===== config.mk =====
export PLATFORM = sky130hd
export DESIGN_NAME = delay_timer_bank_flat
export DESIGN_NICKNAME = d
export VERILOG_FILES = /design/src/rtl/delay_timer_bank_if.sv /design/src/rtl/delay_timer_bank.sv /design/src/flat_wrapper.sv
export SDC_FILE = /design/constraint.sdc
export NUM_CORES = 1
export LEC_CHECK = 0
export CAP_MARGIN = 20
export CORE_ASPECT_RATIO = 0.8
export CORE_MARGIN = 4
export CORE_UTILIZATION = 63
export DETAILED_ROUTE_END_ITERATION = 16
export PLACE_DENSITY = 0.85
export SLEW_MARGIN = 20
export SYNTH_ARGS = -nofsm -noshare
export SYNTH_HDL_FRONTEND = slang
export SYNTH_SLANG_ARGS = --single-unit

===== constraint.sdc =====
create_clock -name clk_50M -period 3.35 [get_ports clk_50M]
set_clock_uncertainty 0.2 [all_clocks]
set_input_delay 0.5025 -clock clk_50M [delete_from_list [all_inputs] [get_ports clk_50M]]
set_output_delay 0.5025 -clock clk_50M [all_outputs]
set_load 0.02 [all_outputs]

===== src/rtl/delay_timer_bank_if.sv =====
`default_nettype none
// +--------------------------------------------------------------------+
// | delay_timer_bank_if : control/status bundle for delay_timer_bank   |
// | rev 1.0                                                            |
// +--------------------------------------------------------------------+
interface delay_timer_bank_if #(
   parameter int N_CH  = 2,
   parameter int SEC_W = 4
) ();
   logic [N_CH-1:0]       enable;
   logic [N_CH-1:0]       restart;
   logic [N_CH-1:0]       hold;
   logic [N_CH*SEC_W-1:0] dur_sec;
   logic [N_CH-1:0]       done;
   logic [N_CH-1:0]       done_pulse;
   logic [N_CH-1:0]       busy;
   logic [N_CH*SEC_W-1:0] rem_sec;

   modport master (
      output enable, restart, hold, dur_sec,
      input  done, done_pulse, busy, rem_sec
   );

   modport slave (
      input  enable, restart, hold, dur_sec,
      output done, done_pulse, busy, rem_sec
   );
endinterface
`default_nettype wire


===== src/rtl/delay_timer_bank.sv =====
`default_nettype none
// +--------------------------------------------------------------------+
// | delay_timer_bank : N_CH independent seconds timers with hold/restart|
// | rev 1.0                                                            |
// +--------------------------------------------------------------------+
module delay_timer_bank #(
   parameter int CLK_HZ = 50_000_000,
   parameter int N_CH   = 2,
   parameter int SEC_W  = 4
) (
   input logic               clk_50M,
   input logic               rst_n,
   delay_timer_bank_if.slave bus
);
   localparam int              CYC_W   = (CLK_HZ > 1) ? $clog2(CLK_HZ) : 1;
   localparam logic [CYC_W-1:0] CYC_MAX = CYC_W'(CLK_HZ - 1);

   typedef enum logic [1:0] {
      ST_IDLE = 2'd0,
      ST_RUN  = 2'd1,
      ST_HOLD = 2'd2,
      ST_DONE = 2'd3
   } state_t;

   generate
      for (genvar i = 0; i < N_CH; i++) begin : g_ch
         state_t           r_state, w_state_nxt;
         logic [CYC_W-1:0] r_cyc, w_cyc_nxt;
         logic [SEC_W-1:0] r_rem, w_rem_nxt, w_dur;
         logic             r_done, r_busy, r_pulse;

         assign w_dur = bus.dur_sec[i*SEC_W +: SEC_W];

         // A zero load spends one cycle in RUN, so done rises one edge after the load.
         always_comb begin
            w_state_nxt = r_state;
            w_cyc_nxt   = r_cyc;
            w_rem_nxt   = r_rem;
            if (!bus.enable[i]) begin
               w_state_nxt = ST_IDLE;
               w_cyc_nxt   = '0;
               w_rem_nxt   = '0;
            end else if (r_state == ST_IDLE || bus.restart[i]) begin
               w_state_nxt = ST_RUN;
               w_cyc_nxt   = '0;
               w_rem_nxt   = w_dur;
            end else if (r_state != ST_DONE) begin
               if (r_rem == '0) begin
                  w_state_nxt = ST_DONE;
               end else if (bus.hold[i]) begin
                  w_state_nxt = ST_HOLD;
               end else begin
                  w_state_nxt = ST_RUN;
                  if (r_cyc == CYC_MAX) begin
                     w_cyc_nxt = '0;
                     w_rem_nxt = r_rem - SEC_W'(1);
                     if (r_rem == SEC_W'(1)) begin
                        w_state_nxt = ST_DONE;
                     end
                  end else begin
                     w_cyc_nxt = r_cyc + CYC_W'(1);
                  end
               end
            end
         end

         always_ff @(posedge clk_50M or negedge rst_n) begin
            if (!rst_n) begin
               r_state <= ST_IDLE;
               r_cyc   <= '0;
               r_rem   <= '0;
               r_done  <= 1'b0;
               r_busy  <= 1'b0;
               r_pulse <= 1'b0;
            end else begin
               r_state <= w_state_nxt;
               r_cyc   <= w_cyc_nxt;
               r_rem   <= w_rem_nxt;
               r_done  <= (w_state_nxt == ST_DONE);
               r_busy  <= (w_state_nxt == ST_RUN) || (w_state_nxt == ST_HOLD);
               r_pulse <= (w_state_nxt == ST_DONE) && (r_state != ST_DONE);
            end
         end

         assign bus.done[i]                  = r_done;
         assign bus.busy[i]                  = r_busy;
         assign bus.done_pulse[i]            = r_pulse;
         assign bus.rem_sec[i*SEC_W +: SEC_W] = r_rem;
      end
   endgenerate
endmodule
`default_nettype wire


===== src/flat_wrapper.sv =====
// flat-port wrapper written by rule: the top's interface ports become plain ports
module delay_timer_bank_flat 
#(
   parameter int CLK_HZ = 50_000_000,
   parameter int N_CH   = 2,
   parameter int SEC_W  = 4
)
  (clk_50M, rst_n, bus_enable, bus_restart, bus_hold, bus_dur_sec, bus_done, bus_done_pulse, bus_busy, bus_rem_sec);
  delay_timer_bank_if #(.N_CH(N_CH), .SEC_W(SEC_W)) bus_i ();
  input logic clk_50M;
  input logic rst_n;
  input wire logic [$bits(bus_i.enable)-1:0] bus_enable;
  input wire logic [$bits(bus_i.restart)-1:0] bus_restart;
  input wire logic [$bits(bus_i.hold)-1:0] bus_hold;
  input wire logic [$bits(bus_i.dur_sec)-1:0] bus_dur_sec;
  output wire logic [$bits(bus_i.done)-1:0] bus_done;
  output wire logic [$bits(bus_i.done_pulse)-1:0] bus_done_pulse;
  output wire logic [$bits(bus_i.busy)-1:0] bus_busy;
  output wire logic [$bits(bus_i.rem_sec)-1:0] bus_rem_sec;
  assign bus_i.enable = bus_enable;
  assign bus_i.restart = bus_restart;
  assign bus_i.hold = bus_hold;
  assign bus_i.dur_sec = bus_dur_sec;
  assign bus_done = bus_i.done;
  assign bus_done_pulse = bus_i.done_pulse;
  assign bus_busy = bus_i.busy;
  assign bus_rem_sec = bus_i.rem_sec;
  delay_timer_bank #(.CLK_HZ(CLK_HZ), .N_CH(N_CH), .SEC_W(SEC_W)) u_core (.clk_50M(clk_50M), .rst_n(rst_n), .bus(bus_i));
endmodule

# == Word level (Yosys, flattened, before mapping) ==
# Index checks and enable logic that the tools add are counted.
# word_totals
mem_count,0
romBits,0
mem_bits_rw,0
word_cells,88
latch_bits,0
out_inout_bits,14
register_bits,70
# op_classes
n_mul,0
eq_ne,20
n_addsub,4
div,0
n_lt_le_gt_ge,0
muxes,38
bitwise_logic,0
n_reduce_logical,14
shifts,0
# ops
op,n
$mux 26,12
$add 26x1->26 const B,2
$eq 26x26->1 const B,2
$mux 4,12
$mux 2,14
$ne 3x1->1 const B,4
$ne 3x2->1 const B,4
$eq 2x2->1 const B,4
$eq 4x1->1 const B,2
$logic_not 4->1,2
$reduce_and 4->1,2
$sub 4x1->4 const B,2
$reduce_and 3->1,2
$eq 2x1->1 const B,2
$logic_not 2->1,2
$logic_or 1x1->1,4
$ne 2x2->1 const B,2
$logic_and 1x1->1,2

# == Logic depth before layout (Yosys ltp) ==
# Gate-level depths: netlist of run 1.
# logic_depth
depth_word,10
ltp_mapped,9

# == Worst setup path after synthesis of run 1 ==
# Ideal clock, no wire load.
# synth_timing
path_kind,register to register
from,register u_core.g_ch[1].r_rem[0]
to,register u_core.g_ch[1].r_cyc[9]
setup_time_ps,121
path_stages_with_launch,9
setup_slack_ps,971
t_arrival_ps,2058
period_less_slack_ps,2379
path_cell_list,dfrtp_1 -> inv_1 -> ha_1 -> or3b_2 -> a211oi_2 -> buf_2 -> nor3_1 -> xnor2_1 -> nor2_1
# synth_between
elab_chain_len,3
# synth_lines
element,line,source
from (decl),delay_timer_bank.sv:29,"logic [SEC_W-1:0] r_rem, w_rem_nxt, w_dur;"
from (signal assigned),delay_timer_bank.sv:78,r_rem <= w_rem_nxt;
$logic_not 4->1,delay_timer_bank.sv:48,if (r_rem == '0) begin
$ne 3x2->1 (no line),n/a,
$reduce_and 3->1 (no line),n/a,
to (signal assigned),delay_timer_bank.sv:77,r_cyc <= w_cyc_nxt;
to (decl),delay_timer_bank.sv:28,"logic [CYC_W-1:0] r_cyc, w_cyc_nxt;"
# No other way between the ends.
# A chain may end at the register's enable or synchronous reset.

# == Worst setup path in the final report of run 1 ==
# layout_timing
from,register u_core.g_ch[1].r_rem[0]
to,register u_core.g_ch[1].r_rem[1]
# layout_between
elab_chain_len,7
word_cells_on_any_way,10
# layout_lines
element,line,source
$sub 4x1->4,delay_timer_bank.sv:56,w_rem_nxt = r_rem - SEC_W'(1);
$mux 4,delay_timer_bank.sv:54,if (r_cyc == CYC_MAX) begin
$mux 4,delay_timer_bank.sv:50,end else if (bus.hold[i]) begin
$mux 4,delay_timer_bank.sv:48,
$mux 4,delay_timer_bank.sv:47,end else if (r_state != ST_DONE) begin
$mux 4,delay_timer_bank.sv:43,end else if (r_state == ST_IDLE || bus.restart[i]) begin
$mux 4,delay_timer_bank.sv:39,if (!bus.enable[i]) begin
# Several ways; a longest one is shown, not always the timed one. The select of a mux whose other input is x is not followed.

==> results.py, run 1 <==
metrics = {
    "setup_path": {
        "path_max_fanout": 20,
        "arrival_ps": 2770,
        "cp_slowest_cell": "a211oi_2",
        "critPathBufInv": 3,
        "worstReg2RegEnd": "u_core.g_ch[1].r_rem[1]",
        "end_kind": "flip-flop",
        "critPathTopFamily": "buffers and inverters",
        "rrSetupSlack_ps": 610,
        "critPathRequiredTime_ps": 3380,
        "rr_worst_depth": 8,
        "crit_path_start_kind": "flip-flop",
        "slowest_delay_ps": 510,
        "timing_worst_setup_path_type": "reg2reg",
        "path_cells": "inv_1, ha_1, or3b_2, a211oi_2, buf_4, a31oi_1, buf_4, mux2i_1",
        "reg2reg_from": "u_core.g_ch[1].r_rem[0]",
        "cp_common_cell": "buf_4",
    },
    "routing": {
        "vias_per_cell": 6.42,
        "drtAntennaViolNets": 0,
        "drc": 0,
        "wl_um": 9400,
        "num_vias": 3442,
        "post_drt_wl_per_cell_um": 17.5,
        "met2_length_um": 4160,
        "route.met3.wl_um": 819,
        "firstDrtPassIters": 5,
        "routed.top_layer": "met4",
        "wl_met1_um": 4260,
        "drt_iter0_drc": 287,
    },
    "global_route": {
        "grt_pass1_wl_um": 16300,
        "grt_antenna_before_repair": 0,
        "grt_start_max_net_pins": 38,
        "grt_pass1_vias": 3375,
        "grtUsageTotal_pct": 26.5,
        "overflow": 0,
    },
    "logic_synthesis": {
        "yosys.area.top_type_share_pct": 44.2,
        "synth_warnings": 0,
        "synth_common_cells": "dfrtp_1 (70), nor2_1 (46), nand2_1 (35)",
        "yosysTopAreaCell": "dfrtp_1",
        "synth_cell_types": 54,
        "dominantRegCellSynth": "dfrtp_1",
        "syn_nets": 452,
        "synth_area_mm2": 0.00396,
        "synth.most_common_cell": "dfrtp_1",
        "synth_edf_count": 0,
        "ys_ff_latch": 70,
        "synthArstFlopShare_pct": 100,
        "synth-seq-area-share_pct": 44.2,
        "synth.avg_cell_area_um2": 9.30,
        "netlist_top_cells_area": "dfrtp_1 (44%), xnor2_1 (4.6%), nor2_1 (4.4%)",
        "syn_inst": 426,
    },
    "finish": {
        "drive_gt1_share_pct": 7.69,
        "n_fill_cell": 460,
        "multi_input_area_mm2": 0.00204,
        "seqCellArea_mm2": 0.00175,
        "final_util_pct": 73.9,
        "synthToLayoutAreaGrowth_pct": 12.0,
        "diodes": 0,
        "fin_nets": 477,
        "final_area_mm2": 0.00444,
    },
    "cts": {
        "numCtsBuffers": 9,
        "cts_root_buf": "clkbuf_8",
        "cts_tree": "built",
        "cts_resized": 0,
        "cts_buffer_depth": 2,
        "post_cts_buffers": 0,
        "clkLatencyLatePin_ps": 340,
        "holdBufCountCts": 0,
        "clkSinkCount": 70,
        "cts.htree.levels": 3,
        "clk_pin_slew_worst_paths_ps": 70,
    },
    "min_path": {
        "hp-class": "in2async",
    },
    "status": {
        "outcome": "finished clean",
    },
    "floorplan": {
        "dieWidth_um": 96.6,
        "die_h_um": 78.9,
        "initial_core_util_pct": 65.9,
        "pin_count": 30,
        "die-area_mm2": 0.00763,
        "core_area_mm2": 0.00601,
        "rows": 25,
    },
    "sta": {
        "final.setup.worst_slack_ps": 612,
        "period_minus_slack_ps": 2740,
        "hold_viol_final": 0,
        "fin_crit_sh_pct": 81.7,
        "tightest_slew_ps": 836,
        "slew_viol_final": 0,
        "final.setup.tns_ps": 0,
        "fmaxAchievable_mhz": 365,
        "max-slew-margin-rel_pct": 44.3,
        "whs_ps": 54.5,
        "finalSetupViolCount": 0,
        "rsz0062_at_grt": "no",
    },
    "placed_design": {
        "dp_hpwl_um": 6430,
        "place_area_mm2": 0.00428,
        "io_buffers": 29,
        "globalplace.congestion": 0.945,
        "dp_slack_ps": 655,
    },
    "power": {
        "p_per_area_mw_per_mm2": 377,
        "peakVddDrop_mv": 0.279,
        "p_leak_nw": 1.82,
    },
    "flow_run": {
        "cap_violations": 0,
    },
}
## placed cells by master, fill, tap and decap left out, types with 15 or more instances in the layout
cell             instances
nand2_1                 35
xnor2_1                 21
nand4_1                 22
nor4_1                  15
clkdlybuf4s50_1         28
nor2_1                  46
a31oi_1                 17
nor3_1                  18
dfrtp_1                 70
nand3_1                 29
## area by class of cell
cell class,instances,share of cell area (%)
Inverter,12,1.02
Sequential cell,70,39.5
Multi-Input combinational cell,321,45.9
Timing Repair Buffer,37,7.78
Clock inverter,5,0.620
Tap cell,81,2.28
Clock buffer,10,2.88
## worst max path at each step
| stage | start | end | slack (ps) | cells past startpoint |
|---|---|---|---|---|
| CTS | u_core.g_ch[1].r_rem[0] | u_core.g_ch[1].r_rem[1] | 650 | 8 |
| detailed placement | bus_restart[0] | u_core.g_ch[0].r_cyc[24] | 660 | 6 |
| floorplan | u_core.g_ch[1].r_rem[0] | u_core.g_ch[1].r_cyc[9] | 970 | 8 |
| global route | u_core.g_ch[1].r_rem[1] | u_core.g_ch[1].r_rem[1] | 440 | 8 |
| finish | u_core.g_ch[1].r_rem[0] | u_core.g_ch[1].r_rem[1] | 610 | 8 |
| global placement | bus_restart[0] | u_core.g_ch[0].r_rem[3] | 710 | 7 |
## kinds of logic after synthesis
group	count (synthesis)	share of synthesized area, %
flops	70	44.2
xor+xnor	35	7.74
simple gates	207	27.8
compound gates	63	11.2
buf+inv	35	4.30
mux	6	1.55
fa+ha+maj	10	3.16
## flip-flops by register name, summed over array words and instances, names as in the netlist
signal and count:
u_core.g_ch.r_cyc 52, u_core.g_ch.r_rem 8, u_core.g_ch.r_state 4, u_core.g_ch.r_busy 2, u_core.g_ch.r_done 2, u_core.g_ch.r_pulse 2
## routing by layer
layer / track usage [%] / up-vias
li1: - / 1606
met1: 36.5 / 1638
met2: 39.5 / 175
met3: 7.99 / 23
met4: 10.4 / 0
met5: 0 / -
## where the power goes
group | total, mW | internal (mW) | leakage, nW | switching (mW)
registers | 0.881 | 0.862 | 0.960 | 0.0190
clock network | 0.581 | 0.260 | 0.0817 | 0.321
logic | 0.210 | 0.0825 | 0.779 | 0.127
total | 1.67 | 1.20 | 1.82 | 0.468
## stage by stage
| stage | std cells | power [mW] |
|---|---|---|
| 6_report | 536 | 1.67 |
| 5_1_grt | 536 | 1.75 |
| 4_1_cts | 536 | 1.68 |
| 3_5_place_dp | 521 | 1.10 |
| 3_3_place_gp | 521 | 1.10 |
| 2_1_floorplan | 426 | 1.01 |
Note: power is estimated with default switching activity, not from simulation.
==> run 2: changes to the inputs <==
- CORE_UTILIZATION: 63 -> 59
- PLACE_DENSITY: 0.85 -> 0.8
- clock period: 3.35 -> 2.63 ns (I/O delays scaled with it)
==> results.py, run 2 (synthesis gave the netlist of run 1 again) <==
metrics = {
    "sta": {
        "finalSetupViolCount": 0,
        "max-slew-margin-rel_pct": 58.8,
        "rsz0062_at_grt": "no",
        "fmaxAchievable_mhz": 418,
        "whs_ps": 295,
        "hold_viol_final": 0,
        "slew_viol_final": 0,
        "final.setup.tns_ps": 0,
        "fin_crit_sh_pct": 90.9,
        "period_minus_slack_ps": 2390,
        "tightest_slew_ps": 619,
        "final.setup.worst_slack_ps": 240,
    },
    "finish": {
        "seqCellArea_mm2": 0.00175,
        "multi_input_area_mm2": 0.00204,
        "max_flop_register": "u_core.g_ch.r_cyc",
        "n_fill_cell": 486,
        "fin_nets": 491,
        "synthToLayoutAreaGrowth_pct": 17.2,
        "largest_reg_flops": 52,
        "drive_gt1_share_pct": 10.6,
        "final_cell_mix": "dfrtp_1 (70), nor2_1 (46), nand2_1 (35), nand3_1 (29), clkdlybuf4s50_1 (28)",
        "diodes": 0,
        "final_area_mm2": 0.00464,
        "reg.largest.list": "u_core.g_ch.r_cyc (52), u_core.g_ch.r_rem (8), u_core.g_ch.r_state (4)",
        "final_common_cell": "dfrtp_1",
    },
    "setup_path": {
        "arrival_ps": 2420,
        "critPathRequiredTime_ps": 2660,
        "slowest_delay_ps": 440,
        "critPathBufInv": 1,
        "path_max_fanout": 15,
        "end_kind": "flip-flop",
        "timing_worst_setup_path_type": "reg2reg",
        "cp_slowest_cell": "dfrtp_1",
        "path_cells": "inv_1, ha_1, nor3b_1, o211a_1, nor3_1, mux2i_1, nor3_1",
        "crit_path_start_kind": "flip-flop",
        "critPathTopFamily": "simple AND/OR/NAND/NOR gates",
        "cp_common_cell": "nor3_1",
    },
    "power": {
        "switchingPower_mw": 0.618,
        "power_frac_seq_pct": 46.9,
        "p_per_area_mw_per_mm2": 516,
        "total_power_mw": 2.39,
        "p_leak_nw": 1.92,
        "peakVddDrop_mv": 0.308,
        "pwr-share-comb_pct": 11.9,
        "switching_share_pct": 25.8,
        "pwr-share-clk_pct": 41.2,
        "internal-power_mw": 1.77,
    },
    "floorplan": {
        "rows": 26,
        "die_h_um": 81.3,
        "initial_core_util_pct": 61.5,
        "dieWidth_um": 99.6,
        "die-area_mm2": 0.00809,
        "pin_count": 30,
        "core_area_mm2": 0.00644,
    },
    "global_route": {
        "grt_pass1_vias": 3470,
        "grt_antenna_before_repair": 0,
        "grt_start_max_net_pins": 33,
        "overflow": 0,
        "grt_pass1_wl_um": 16900,
        "grtUsageTotal_pct": 26.3,
    },
    "placed_design": {
        "dp_slack_ps": 189,
        "dp_hpwl_um": 6720,
        "globalplace.congestion": 0.961,
        "io_buffers": 29,
        "place_area_mm2": 0.00441,
    },
    "routing": {
        "drt_iter0_drc": 378,
        "drtAntennaViolNets": 0,
        "wl_um": 9570,
        "drc": 0,
        "firstDrtPassIters": 5,
        "num_vias": 3541,
        "vias_per_cell": 6.39,
        "post_drt_wl_per_cell_um": 17.3,
    },
    "cts": {
        "cts_tree": "built",
        "clkSinkCount": 70,
        "cts.htree.levels": 3,
        "clk_pin_slew_worst_paths_ps": 80,
        "cts_root_buf": "clkbuf_8",
        "numCtsBuffers": 9,
        "post_cts_buffers": 0,
        "cts_resized": 0,
        "cts_buffer_depth": 2,
        "holdBufCountCts": 1,
        "clkLatencyLatePin_ps": 350,
    },
    "flow_run": {
        "cap_violations": 0,
    },
    "min_path": {
        "hp-class": "reg2reg",
    },
    "status": {
        "outcome": "finished clean",
    },
}
-- run 2: cell count changes in the layout (fill, tap and decap cells not counted), moves of 2 or more --
cell       previous run  this run
buf_12                0         2
bufinv_16             0         2
clkinv_2              4         2
buf_4                 8        19
-- run 2: cell type report --
| type | count | area share [%] |
|---|---|---|
| well taps | 84 | 2.26 |
| multi-input cells | 321 | 43.9 |
| clock buffers | 10 | 2.97 |
| inverters | 12 | 0.971 |
| flip-flops and latches | 70 | 37.7 |
| clock inverters | 6 | 1.83 |
| repair buffers | 51 | 10.3 |
-- run 2: power by group through the flow --
stage	logic (mW)	clock network, mW	registers (mW)
5_1_grt	0.314	1.05	1.13
2_1_floorplan	0.137	0	1.15
3_5_place_dp	0.280	0	1.14
4_1_cts	0.285	0.998	1.12
3_3_place_gp	0.273	0	1.14
6_report	0.284	0.986	1.12
-- run 2: through the flow --
| stage | std cells | util [%] |
|---|---|---|
| CTS | 554 | 72.0 |
| global route | 554 | 72.0 |
| detailed placement | 537 | 68.4 |
| floorplan | 426 | - |
| global placement | 537 | 68.4 |
| finish | 554 | 72.0 |
-- run 2: layer usage --
metal | global-route usage, % | wire (um) | vias to the layer above
li1 | - | - | 1637
met1 | 37.4 | 4400 | 1708
met2 | 40.1 | 4300 | 174
met3 | 5.75 | 720 | 22
met4 | 9.14 | 148 | 0
met5 | 0 | 0 | -
-- run 2: worst paths after layout --
path	startpoint	cells after the start	end	slack [ps]
setup / recovery	u_core.g_ch[0].r_rem[0]	7	u_core.g_ch[0].r_cyc[18]	240
hold / removal	u_core.g_ch[0].r_cyc[15]	1	u_core.g_ch[0].r_cyc[15]	290
setup reg to reg	u_core.g_ch[0].r_rem[0]	7	u_core.g_ch[0].r_cyc[18]	240
hold reg to reg	u_core.g_ch[0].r_cyc[15]	1	u_core.g_ch[0].r_cyc[15]	290
max in group asynchronous	rst_n	3	u_core.g_ch[0].r_cyc[19]	1200
min in group asynchronous	rst_n	2	u_core.g_ch[1].r_state[0]	380
==> run 3: changes to the inputs <==
==> constraint.sdc (replaced) <==
create_clock -name clk_50M -period 2.63 [get_ports clk_50M]
set_clock_uncertainty 0.2 [all_clocks]
set_input_delay 0.526 -clock clk_50M [delete_from_list [all_inputs] [get_ports clk_50M]]
set_output_delay 0.526 -clock clk_50M [all_outputs]
set_load 0.02 [all_outputs]
==> results.py, run 3 (synthesis gave the netlist of run 1 again) <==
metrics = {
    "sta": {
        "final.setup.tns_ps": 0,
        "rsz0062_at_grt": "no",
        "hold_viol_final": 1,
        "max-slew-margin-rel_pct": 63.0,
        "slew_viol_final": 0,
        "fmaxAchievable_mhz": 409,
        "tightest_slew_ps": 553,
        "whs_ps": -2.68,
        "fin_crit_sh_pct": 93.0,
        "final.setup.worst_slack_ps": 185,
        "period_minus_slack_ps": 2450,
        "finalSetupViolCount": 0,
    },
    "routing": {
        "vias_per_cell": 6.38,
        "drt_iter0_drc": 374,
        "firstDrtPassIters": 5,
        "wl_met1_um": 4300,
        "post_drt_wl_per_cell_um": 16.6,
        "routed.top_layer": "met4",
        "num_vias": 3528,
        "route.met3.wl_um": 738,
        "drc": 0,
        "drtAntennaViolNets": 0,
        "wl_um": 9180,
        "met2_length_um": 4000,
    },
    "power": {
        "power_frac_seq_pct": 46.8,
        "pwr-share-clk_pct": 41.4,
        "switchingPower_mw": 0.594,
        "p_per_area_mw_per_mm2": 516,
        "peakVddDrop_mv": 0.348,
        "switching_share_pct": 24.8,
        "internal-power_mw": 1.80,
        "p_leak_nw": 1.93,
        "total_power_mw": 2.40,
        "pwr-share-comb_pct": 11.8,
    },
    "setup_path": {
        "timing_worst_setup_path_type": "reg2reg",
        "rr_worst_depth": 7,
        "critPathRequiredTime_ps": 2660,
        "path_max_fanout": 8,
        "end_kind": "flip-flop",
        "crit_path_start_kind": "flip-flop",
        "arrival_ps": 2480,
    },
    "cts": {
        "clkLatencyLatePin_ps": 350,
        "cts_tree": "built",
        "cts.htree.levels": 3,
        "post_cts_buffers": 0,
        "cts_resized": 0,
        "holdBufCountCts": 0,
        "clkSinkCount": 70,
        "cts_buffer_depth": 2,
        "cts_root_buf": "clkbuf_8",
        "clk_pin_slew_worst_paths_ps": 70,
        "numCtsBuffers": 9,
    },
    "global_route": {
        "grt_start_max_net_pins": 71,
        "grt_pass1_wl_um": 16200,
        "grt_antenna_before_repair": 0,
        "grt_pass1_vias": 3333,
        "grtUsageTotal_pct": 25.1,
        "overflow": 0,
    },
    "finish": {
        "diodes": 0,
        "reg.largest.list": "u_core.g_ch.r_cyc (52), u_core.g_ch.r_rem (8), u_core.g_ch.r_state (4)",
        "final_common_cell": "dfrtp_1",
        "largest_reg_flops": 52,
        "synthToLayoutAreaGrowth_pct": 17.3,
        "final_cell_mix": "dfrtp_1 (70), nor2_1 (46), nand2_1 (35), nand3_1 (29), clkdlybuf4s50_1 (28)",
        "max_flop_register": "u_core.g_ch.r_cyc",
        "drive_gt1_share_pct": 10.9,
        "fin_nets": 490,
        "fin_cells": 553,
    },
    "placed_design": {
        "placed_cells_incl_taps": 537,
        "io_buffers": 29,
        "dp_hpwl_um": 6480,
        "globalplace.congestion": 0.932,
        "dp_slack_ps": 88.3,
    },
    "floorplan": {
        "core_area_mm2": 0.00644,
        "die_h_um": 81.3,
        "die-area_mm2": 0.00809,
        "dieWidth_um": 99.6,
        "initial_core_util_pct": 61.5,
        "rows": 26,
        "pin_count": 30,
    },
    "min_path": {
        "hp-class": "in2async",
    },
    "status": {
        "violations": "hold timing",
        "outcome": "complete, but fails checks",
    },
    "flow_run": {
        "cap_violations": 0,
    },
}
[run 3: power by group through the flow]
stage                     Combinational, mW  Sequential, mW  Clock [mW]
after floorplan                       0.137            1.15           0
after global placement                0.273            1.14           0
after detailed placement              0.279            1.14           0
after CTS                             0.282            1.12        1.00
after global routing                  0.311            1.13        1.06
final                                 0.282            1.12       0.993
[run 3: metal layers]
layer  vias up  global-route usage (%)
li1       1633                       -
met1      1696                    36.7
met2       176                    37.1
met3        23                    5.92
met4         0                    7.50
met5         -                       0
[run 3: path summary, 6_finish.rpt]
path	slack, ps	to	startpoint
max	180	u_core.g_ch[0].r_cyc[5]	u_core.g_ch[0].r_cyc[0]
min	-3	u_core.g_ch[1].r_done	rst_n
max reg2reg	180	u_core.g_ch[0].r_cyc[5]	u_core.g_ch[0].r_cyc[0]
min reg2reg	290	u_core.g_ch[0].r_cyc[15]	u_core.g_ch[0].r_cyc[15]
max in group asynchronous	1940	u_core.g_ch[1].r_cyc[16]	rst_n
min in group clk_50M	290	u_core.g_ch[0].r_cyc[15]	u_core.g_ch[0].r_cyc[15]
[run 3: layout make-up]
cell class,count,area [um^2]
fillers,470,1790
inverters,12,45.0
clock buffers,11,151
clock inverters,5,81.3
repair buffers,50,468
well taps,84,105
flip-flops and latches,70,1750
multi-input cells,321,2040
[run 3: stage by stage]
step                cell area [um^2]  utilization (%)
detailed placement              4410             68.4
global route                    4650             72.1
floorplan                       3960                -
global placement                4410             68.4
CTS                             4640             72.0
finish                          4650             72.1
[run 3: worst max-delay path: stages (launching register included)]
cell and delay (ps):
dfrtp_1 440, ha_1 240, and4_1 310, and4_1 280, a21oi_2 100, nor2_1 440
buf_4 260, nor2_1 60
